File: config.mk
export PLATFORM = sky130hd
export DESIGN_NAME = qz_readback_ctrl_flat
export DESIGN_NICKNAME = d
export VERILOG_FILES = /design/src/rtl/qz_readback_pkg.sv /design/src/rtl/qz_readback_ctrl_if.sv /design/src/rtl/qz_shadow_sreg.sv /design/src/rtl/qz_readback_ctrl.sv /design/src/flat_wrapper.sv
export SDC_FILE = /design/constraint.sdc
export NUM_CORES = 1
export LEC_CHECK = 0
export ABC_AREA = 1
export CORE_UTILIZATION = 35
export DETAILED_ROUTE_END_ITERATION = 16
export REMOVE_ABC_BUFFERS = 1
export SKIP_LAST_GASP = 1
export SYNTH_ARGS = -nofsm -noshare
export SYNTH_HDL_FRONTEND = slang
export SYNTH_SLANG_ARGS = --single-unit
File: constraint.sdc
create_clock -name QCK -period 3.34 [get_ports QCK]
set_input_delay 0.835 -clock QCK [delete_from_list [all_inputs] [get_ports QCK]]
set_output_delay 0.835 -clock QCK [all_outputs]
set_load 0.01 [all_outputs]
File: src/rtl/qz_readback_pkg.sv
// rtl/qz_readback_pkg.sv - shared types and constants for the QZ readback reader
// Purpose: FSM state encoding, WIDTH bounds and the beat-counter width helper.
package qz_readback_pkg;

    typedef enum logic [1:0] {
        IDLE = 2'd0,
        DATA = 2'd1,
        PAR  = 2'd2
    } state_e;

    localparam int WIDTH_MIN = 2;
    localparam int WIDTH_MAX = 256;

    // Counter must hold 0..WIDTH, hence WIDTH+1 distinct values.
    function automatic int cnt_width(input int width);
        return $clog2(width + 1);
    endfunction

endpackage

File: src/rtl/qz_readback_ctrl_if.sv
// rtl/qz_readback_ctrl_if.sv - serial readback stream interface
// Purpose: groups the serial beat handshake.
//   SO        serial data bit
//   SO_VALID  SO holds a valid beat
//   SO_READY  sink accepts the beat
//   SO_LAST   beat is the parity beat
// master = stream source (the reader), slave = stream sink (the collector).
interface qz_readback_ctrl_if;
    logic SO;
    logic SO_VALID;
    logic SO_READY;
    logic SO_LAST;

    modport master (
        output SO,
        output SO_VALID,
        output SO_LAST,
        input  SO_READY
    );

    modport slave (
        input  SO,
        input  SO_VALID,
        input  SO_LAST,
        output SO_READY
    );
endinterface

File: src/rtl/qz_shadow_sreg.sv
// rtl/qz_shadow_sreg.sv - snapshot shadow register with load-time parity
// Purpose: WIDTH-bit parallel-load, shift-right (zero fill) register.
// Ports:
//   clk, rst  clock, synchronous active-high reset
//   load      capture d into the shadow and latch its even parity
//   shift     shift shadow right by one (ignored when load is set)
//   d         parallel data to capture
//   q0        shadow LSB (current serial bit)
//   parity    even parity of the last captured value
module qz_shadow_sreg
    import qz_readback_pkg::*;
#(
    parameter int WIDTH = 16
) (
    input  logic             clk,
    input  logic             rst,
    input  logic             load,
    input  logic             shift,
    input  logic [WIDTH-1:0] d,
    output logic             q0,
    output logic             parity
);

    logic [WIDTH-1:0] shadow_d, shadow_q;
    logic             parity_d, parity_q;

    always_comb begin
        shadow_d = shadow_q;
        parity_d = parity_q;
        if (load) begin
            shadow_d = d;
            parity_d = ^d;
        end else if (shift) begin
            shadow_d = {1'b0, shadow_q[WIDTH-1:1]};
        end
    end

    always_ff @(posedge clk) begin
        if (rst) begin
            shadow_q <= '0;
            parity_q <= 1'b0;
        end else begin
            shadow_q <= shadow_d;
            parity_q <= parity_d;
        end
    end

    assign q0     = shadow_q[0];
    assign parity = parity_q;

endmodule

File: src/rtl/qz_readback_ctrl.sv
// rtl/qz_readback_ctrl.sv - QZ flip-flop snapshot reader with serial parity stream
// Purpose: captures QZ_IN on CAP_REQ and streams it LSB first, then one even-parity beat.
// Ports:
//   QCK, QRT  clock, synchronous active-high reset
//   QZ_IN     parallel flip-flop outputs, sampled only on the capture edge
//   CAP_REQ   capture request
//   CLR_OVR   clears sticky OVERRUN (a same-cycle new overrun wins)
//   BUSY      snapshot in progress (DATA or PAR)
//   DONE      one-cycle pulse following the parity beat transfer
//   OVERRUN   sticky: a CAP_REQ was dropped while busy
//   so        serial stream source (SO/SO_VALID/SO_LAST out, SO_READY in)
module qz_readback_ctrl
    import qz_readback_pkg::*;
#(
    parameter  int WIDTH = 16,
    localparam int CNT_W = cnt_width(WIDTH)
) (
    input  logic                QCK,
    input  logic                QRT,
    input  logic [WIDTH-1:0]    QZ_IN,
    input  logic                CAP_REQ,
    input  logic                CLR_OVR,
    output logic                BUSY,
    output logic                DONE,
    output logic                OVERRUN,
    qz_readback_ctrl_if.master  so
);

    localparam logic [CNT_W-1:0] LAST_CNT = CNT_W'(WIDTH - 1);

    state_e           state_d, state_q;
    logic [CNT_W-1:0] cnt_d, cnt_q;
    logic             done_d, done_q;
    logic             ovr_d, ovr_q;

    logic             so_valid;
    logic             xfer;
    logic             load;
    logic             shift;
    logic             ovr_set;
    logic             sh_bit;
    logic             sh_parity;

    qz_shadow_sreg #(
        .WIDTH (WIDTH)
    ) u_sreg (
        .clk    (QCK),
        .rst    (QRT),
        .load   (load),
        .shift  (shift),
        .d      (QZ_IN),
        .q0     (sh_bit),
        .parity (sh_parity)
    );

    assign so_valid = (state_q != IDLE);
    assign xfer     = so_valid && so.SO_READY;

    always_comb begin
        state_d = state_q;
        cnt_d   = cnt_q;
        done_d  = 1'b0;
        ovr_set = 1'b0;
        load    = 1'b0;
        shift   = 1'b0;
        case (state_q)
            IDLE: begin
                if (CAP_REQ) begin
                    load    = 1'b1;
                    cnt_d   = '0;
                    state_d = DATA;
                end
            end
            DATA: begin
                ovr_set = CAP_REQ;
                if (xfer) begin
                    shift = 1'b1;
                    cnt_d = cnt_q + CNT_W'(1);
                    if (cnt_q == LAST_CNT) begin
                        state_d = PAR;
                    end
                end
            end
            PAR: begin
                if (xfer) begin
                    done_d = 1'b1;
                    // A request landing on the final transfer chains straight into the next snapshot.
                    if (CAP_REQ) begin
                        load    = 1'b1;
                        cnt_d   = '0;
                        state_d = DATA;
                    end else begin
                        state_d = IDLE;
                    end
                end else begin
                    ovr_set = CAP_REQ;
                end
            end
            default: state_d = IDLE;
        endcase
        ovr_d = (ovr_q & ~CLR_OVR) | ovr_set;
    end

    always_ff @(posedge QCK) begin
        if (QRT) begin
            state_q <= IDLE;
            cnt_q   <= '0;
            done_q  <= 1'b0;
            ovr_q   <= 1'b0;
        end else begin
            state_q <= state_d;
            cnt_q   <= cnt_d;
            done_q  <= done_d;
            ovr_q   <= ovr_d;
        end
    end

    always_comb begin
        so.SO = 1'b0;
        if (state_q == DATA) begin
            so.SO = sh_bit;
        end else if (state_q == PAR) begin
            so.SO = sh_parity;
        end
    end

    assign so.SO_VALID = so_valid;
    assign so.SO_LAST  = (state_q == PAR);
    assign BUSY        = so_valid;
    assign DONE        = done_q;
    assign OVERRUN     = ovr_q;

endmodule

File: src/flat_wrapper.sv
// flat-port wrapper written by rule: the top's interface ports become plain ports
module qz_readback_ctrl_flat import qz_readback_pkg::*;
#(
    parameter  int WIDTH = 16,
    localparam int CNT_W = cnt_width(WIDTH)
)
  (QCK, QRT, QZ_IN, CAP_REQ, CLR_OVR, BUSY, DONE, OVERRUN, so_SO, so_SO_VALID, so_SO_LAST, so_SO_READY);
  qz_readback_ctrl_if so_i ();
  input  logic QCK;
  input  logic QRT;
  input  logic [WIDTH-1:0] QZ_IN;
  input  logic CAP_REQ;
  input  logic CLR_OVR;
  output logic BUSY;
  output logic DONE;
  output logic OVERRUN;
  output wire logic [$bits(so_i.SO)-1:0] so_SO;
  output wire logic [$bits(so_i.SO_VALID)-1:0] so_SO_VALID;
  output wire logic [$bits(so_i.SO_LAST)-1:0] so_SO_LAST;
  input wire logic [$bits(so_i.SO_READY)-1:0] so_SO_READY;
  assign so_SO = so_i.SO;
  assign so_SO_VALID = so_i.SO_VALID;
  assign so_SO_LAST = so_i.SO_LAST;
  assign so_i.SO_READY = so_SO_READY;
  qz_readback_ctrl #(.WIDTH(WIDTH)) u_core (.QCK(QCK), .QRT(QRT), .QZ_IN(QZ_IN), .CAP_REQ(CAP_REQ), .CLR_OVR(CLR_OVR), .BUSY(BUSY), .DONE(DONE), .OVERRUN(OVERRUN), .so(so_i));
endmodule
==> flow_summary.ini <==
[timing]
relSlewSlack_pct = 69.4
setup_slack_ns = 0.599
fmax_ghz = 0.365
worst_clock_skew_ns = 0.0104
fin_crit_sh_pct = 82.1
setup_viol = 0
maxSlewViolCount = 0
setup_tns_ns = 0
holdWs_ns = 0.464
tightest_slew_ns = 0.458
rsz0062_at_grt = false
post-route-min-period_ns = 2.74
hold_viol = 0

[status]
outcome = finished with violations
violations = design-rule violations

[critical_path]
crit_path_end_kind = output pin
crit_type = reg -> out
worstPathRequired_ns = 2.50
cp-start-kind = flop
crit_family = buffers and inverters
path_max_fanout = 7
cp_common_cell = inv_1
path_cells = inv_1 -> ha_1 -> inv_1 -> nand3_1 -> nand2_1 -> clkdlybuf4s50_1
cp.buffers_inverters = 3
critPathSlowestCell = clkdlybuf4s50_1
cpPeakStageDelay_ns = 0.52
crit_arrival_ns = 1.91

[placed_design]
hpwl_mm = 2.56
port-buffer-count = 26
gp_congestion = 0.779
dpl-instance-area_um2 = 1950
place_ws_ns = 0.834

[cells_and_area]
nFillCells = 491
areaGrowthSynthToFinish_pct = 19.6
drive_gt1_share_pct = 3.79
nets = 320
n_antenna_cell = 0
final_area_um2 = 1990

[clock_tree]
clock_path_buffers = 2
cts_resized = 0
root_buffer = clkbuf_8
cts_sinks = 26
hold_buffers = 0
worstSkewPairLatency_ns = 0.27
htree_levels = 1
clkTransAtPathRegs_ns = 0.09
tritoncts = built
cts_setup_buffers = 0
cts_buffers = 3

[synth]
netlist_area_um2 = 1670
yosys_warnings = 0
yosysSeqAreaShare_pct = 31.2
synthCells = 267
ys_ff_latch = 26
synth_cell_types = 27
avgSynthCellArea_um2 = 6.24

[die]
initial_core_util_pct = 37.2
die_x_um = 71.0
rows = 24
coreArea_um2 = 4470
die_height_um = 71.0
dieArea_um2 = 5040
ios = 27

[pwr]
pwr_density_cell_nw_per_um2 = 523
p_leak_uw = 0.000963
p_total_uw = 1040
ir_drop_v = 0.000195

[drt]
post_drt_wl_per_cell_um = 9.56
drc = 1
first_iter_violations = 73
routed_via_density = 4.59
first_pass_iters = 10
vias = 1570
routed_wl_mm = 3.27
ant_nets = 0

[global_routing]
antenna_found_initial = 0
grt_max_degree = 20
grt-ovfl-total = 0
grt.total_usage_pct = 14.1
grt_first_pass_wirelength_mm = 5.80
first_global_vias = 1415

[job]
maxCapViolCount = 0

[min_path]
min_path_type = reg -> reg
==> sequential cells by signal, indices dropped and copies added (netlist names) <==
register / cells
u_core.u_sreg.shadow_q: 16
u_core.u_sreg.parity: 1
u_core.state_q: 2
u_core.DONE: 1
u_core.cnt_q: 5
u_core.OVERRUN: 1
==> worst min-delay path, delay by kind of cell, from the launching register on <==
kind | cells | cell delay (ns)
DFF | 1 | 0.31
buffers and inverters | 1 | 0.06
AOI/OAI and AO/OA | 1 | 0.06
==> area by class of cell <==
type	instances	area [um2]	area share, %
multi-input cells	196	952	47.8
flip-flops and latches	26	520	26.1
repair buffers	28	275	13.8
inverters	37	139	6.97
well taps	52	65.1	3.26
clock buffers	3	41.3	2.07
==> report_power, final <==
part	internal (uW)	switching, uW
Sequential	376	39.5
Clock	80.8	93.2
Combinational	186	266
==> cell usage in the layout (no fill, tap or decap), drive strengths merged <==
| cell | Yosys | final |
|---|---|---|
| a211oi | 2 | 2 |
| a21oi | 9 | 9 |
| a22oi | 3 | 3 |
| a31oi | 13 | 13 |
| and3 | 1 | 1 |
| buf | 6 | 2 |
| clkbuf | 2 | 3 |
| clkdlybuf4s50 | 0 | 26 |
| dfxtp | 26 | 26 |
| ha | 7 | 7 |
| inv | 37 | 37 |
| nand2 | 126 | 126 |
| nand3 | 6 | 6 |
| nor2 | 15 | 15 |
| nor3 | 2 | 2 |
| nor3b | 1 | 1 |
| o211ai | 1 | 1 |
| o21ai | 4 | 4 |
| o22ai | 1 | 1 |
| xnor2 | 3 | 3 |
| xor2 | 2 | 2 |
==> path summary, 6_finish.rpt <==
check	end	slack (ns)	from	depth (start not counted)
worst min-delay path	u_core.cnt_q[4]	0.46	u_core.cnt_q[4]	2
worst max-delay path	so_SO	0.60	u_core.state_q[1]	6
worst min register to register	u_core.cnt_q[4]	0.46	u_core.cnt_q[4]	2
worst max register to register	u_core.u_sreg.shadow_q[0]	1.47	u_core.state_q[0]	9
==> cell families (layout without fill, tap and decap cells) <==
logic type / after synthesis / in the layout / share of synthesized area [%]
simple gates: 151 / 151 / 35.4
xor+xnor: 5 / 5 / 2.63
compound gates: 33 / 33 / 13.8
fa+ha+maj: 7 / 7 / 5.26
flops: 26 / 26 / 31.2
buf+inv: 45 / 68 / 11.6
==> synthesized netlist by cell type, drive strengths merged <==
cell type  count  area share, %
a31oi         13            5.8
ha             7            5.3
a21oi          9            3.4
dfxtp         26             31
nand3          6            1.8
and3           1           0.38
o21ai          4            1.2
a211oi         2           0.90
inv           37            8.3
nand2        126             28
xnor2          3            1.6
xor2           2            1.1
o22ai          1           0.75
o211ai         1           0.45
a22oi          3            1.4
nor2          15            3.8
clkbuf         2           0.45
nor3b          1           0.45
buf            6            2.9
nor3           2           0.60
==> stage by stage <==
step	instances	utilization, %
floorplan	259	-
global placement	339	43.6
detailed placement	339	43.6
CTS	342	44.5
global route	342	44.5
finish	342	44.5
==> routing by layer <==
layer | vias to the layer above | GRT usage (%) | wire (um)
met5 | - | 0 | 0
met2 | 19 | 24.5 | 1490
met1 | 676 | 18.0 | 1690
met4 | 0 | 2.67 | 15
li1 | 873 | - | -
met3 | 2 | 2.99 | 79
(Power assumes the default switching activity.)
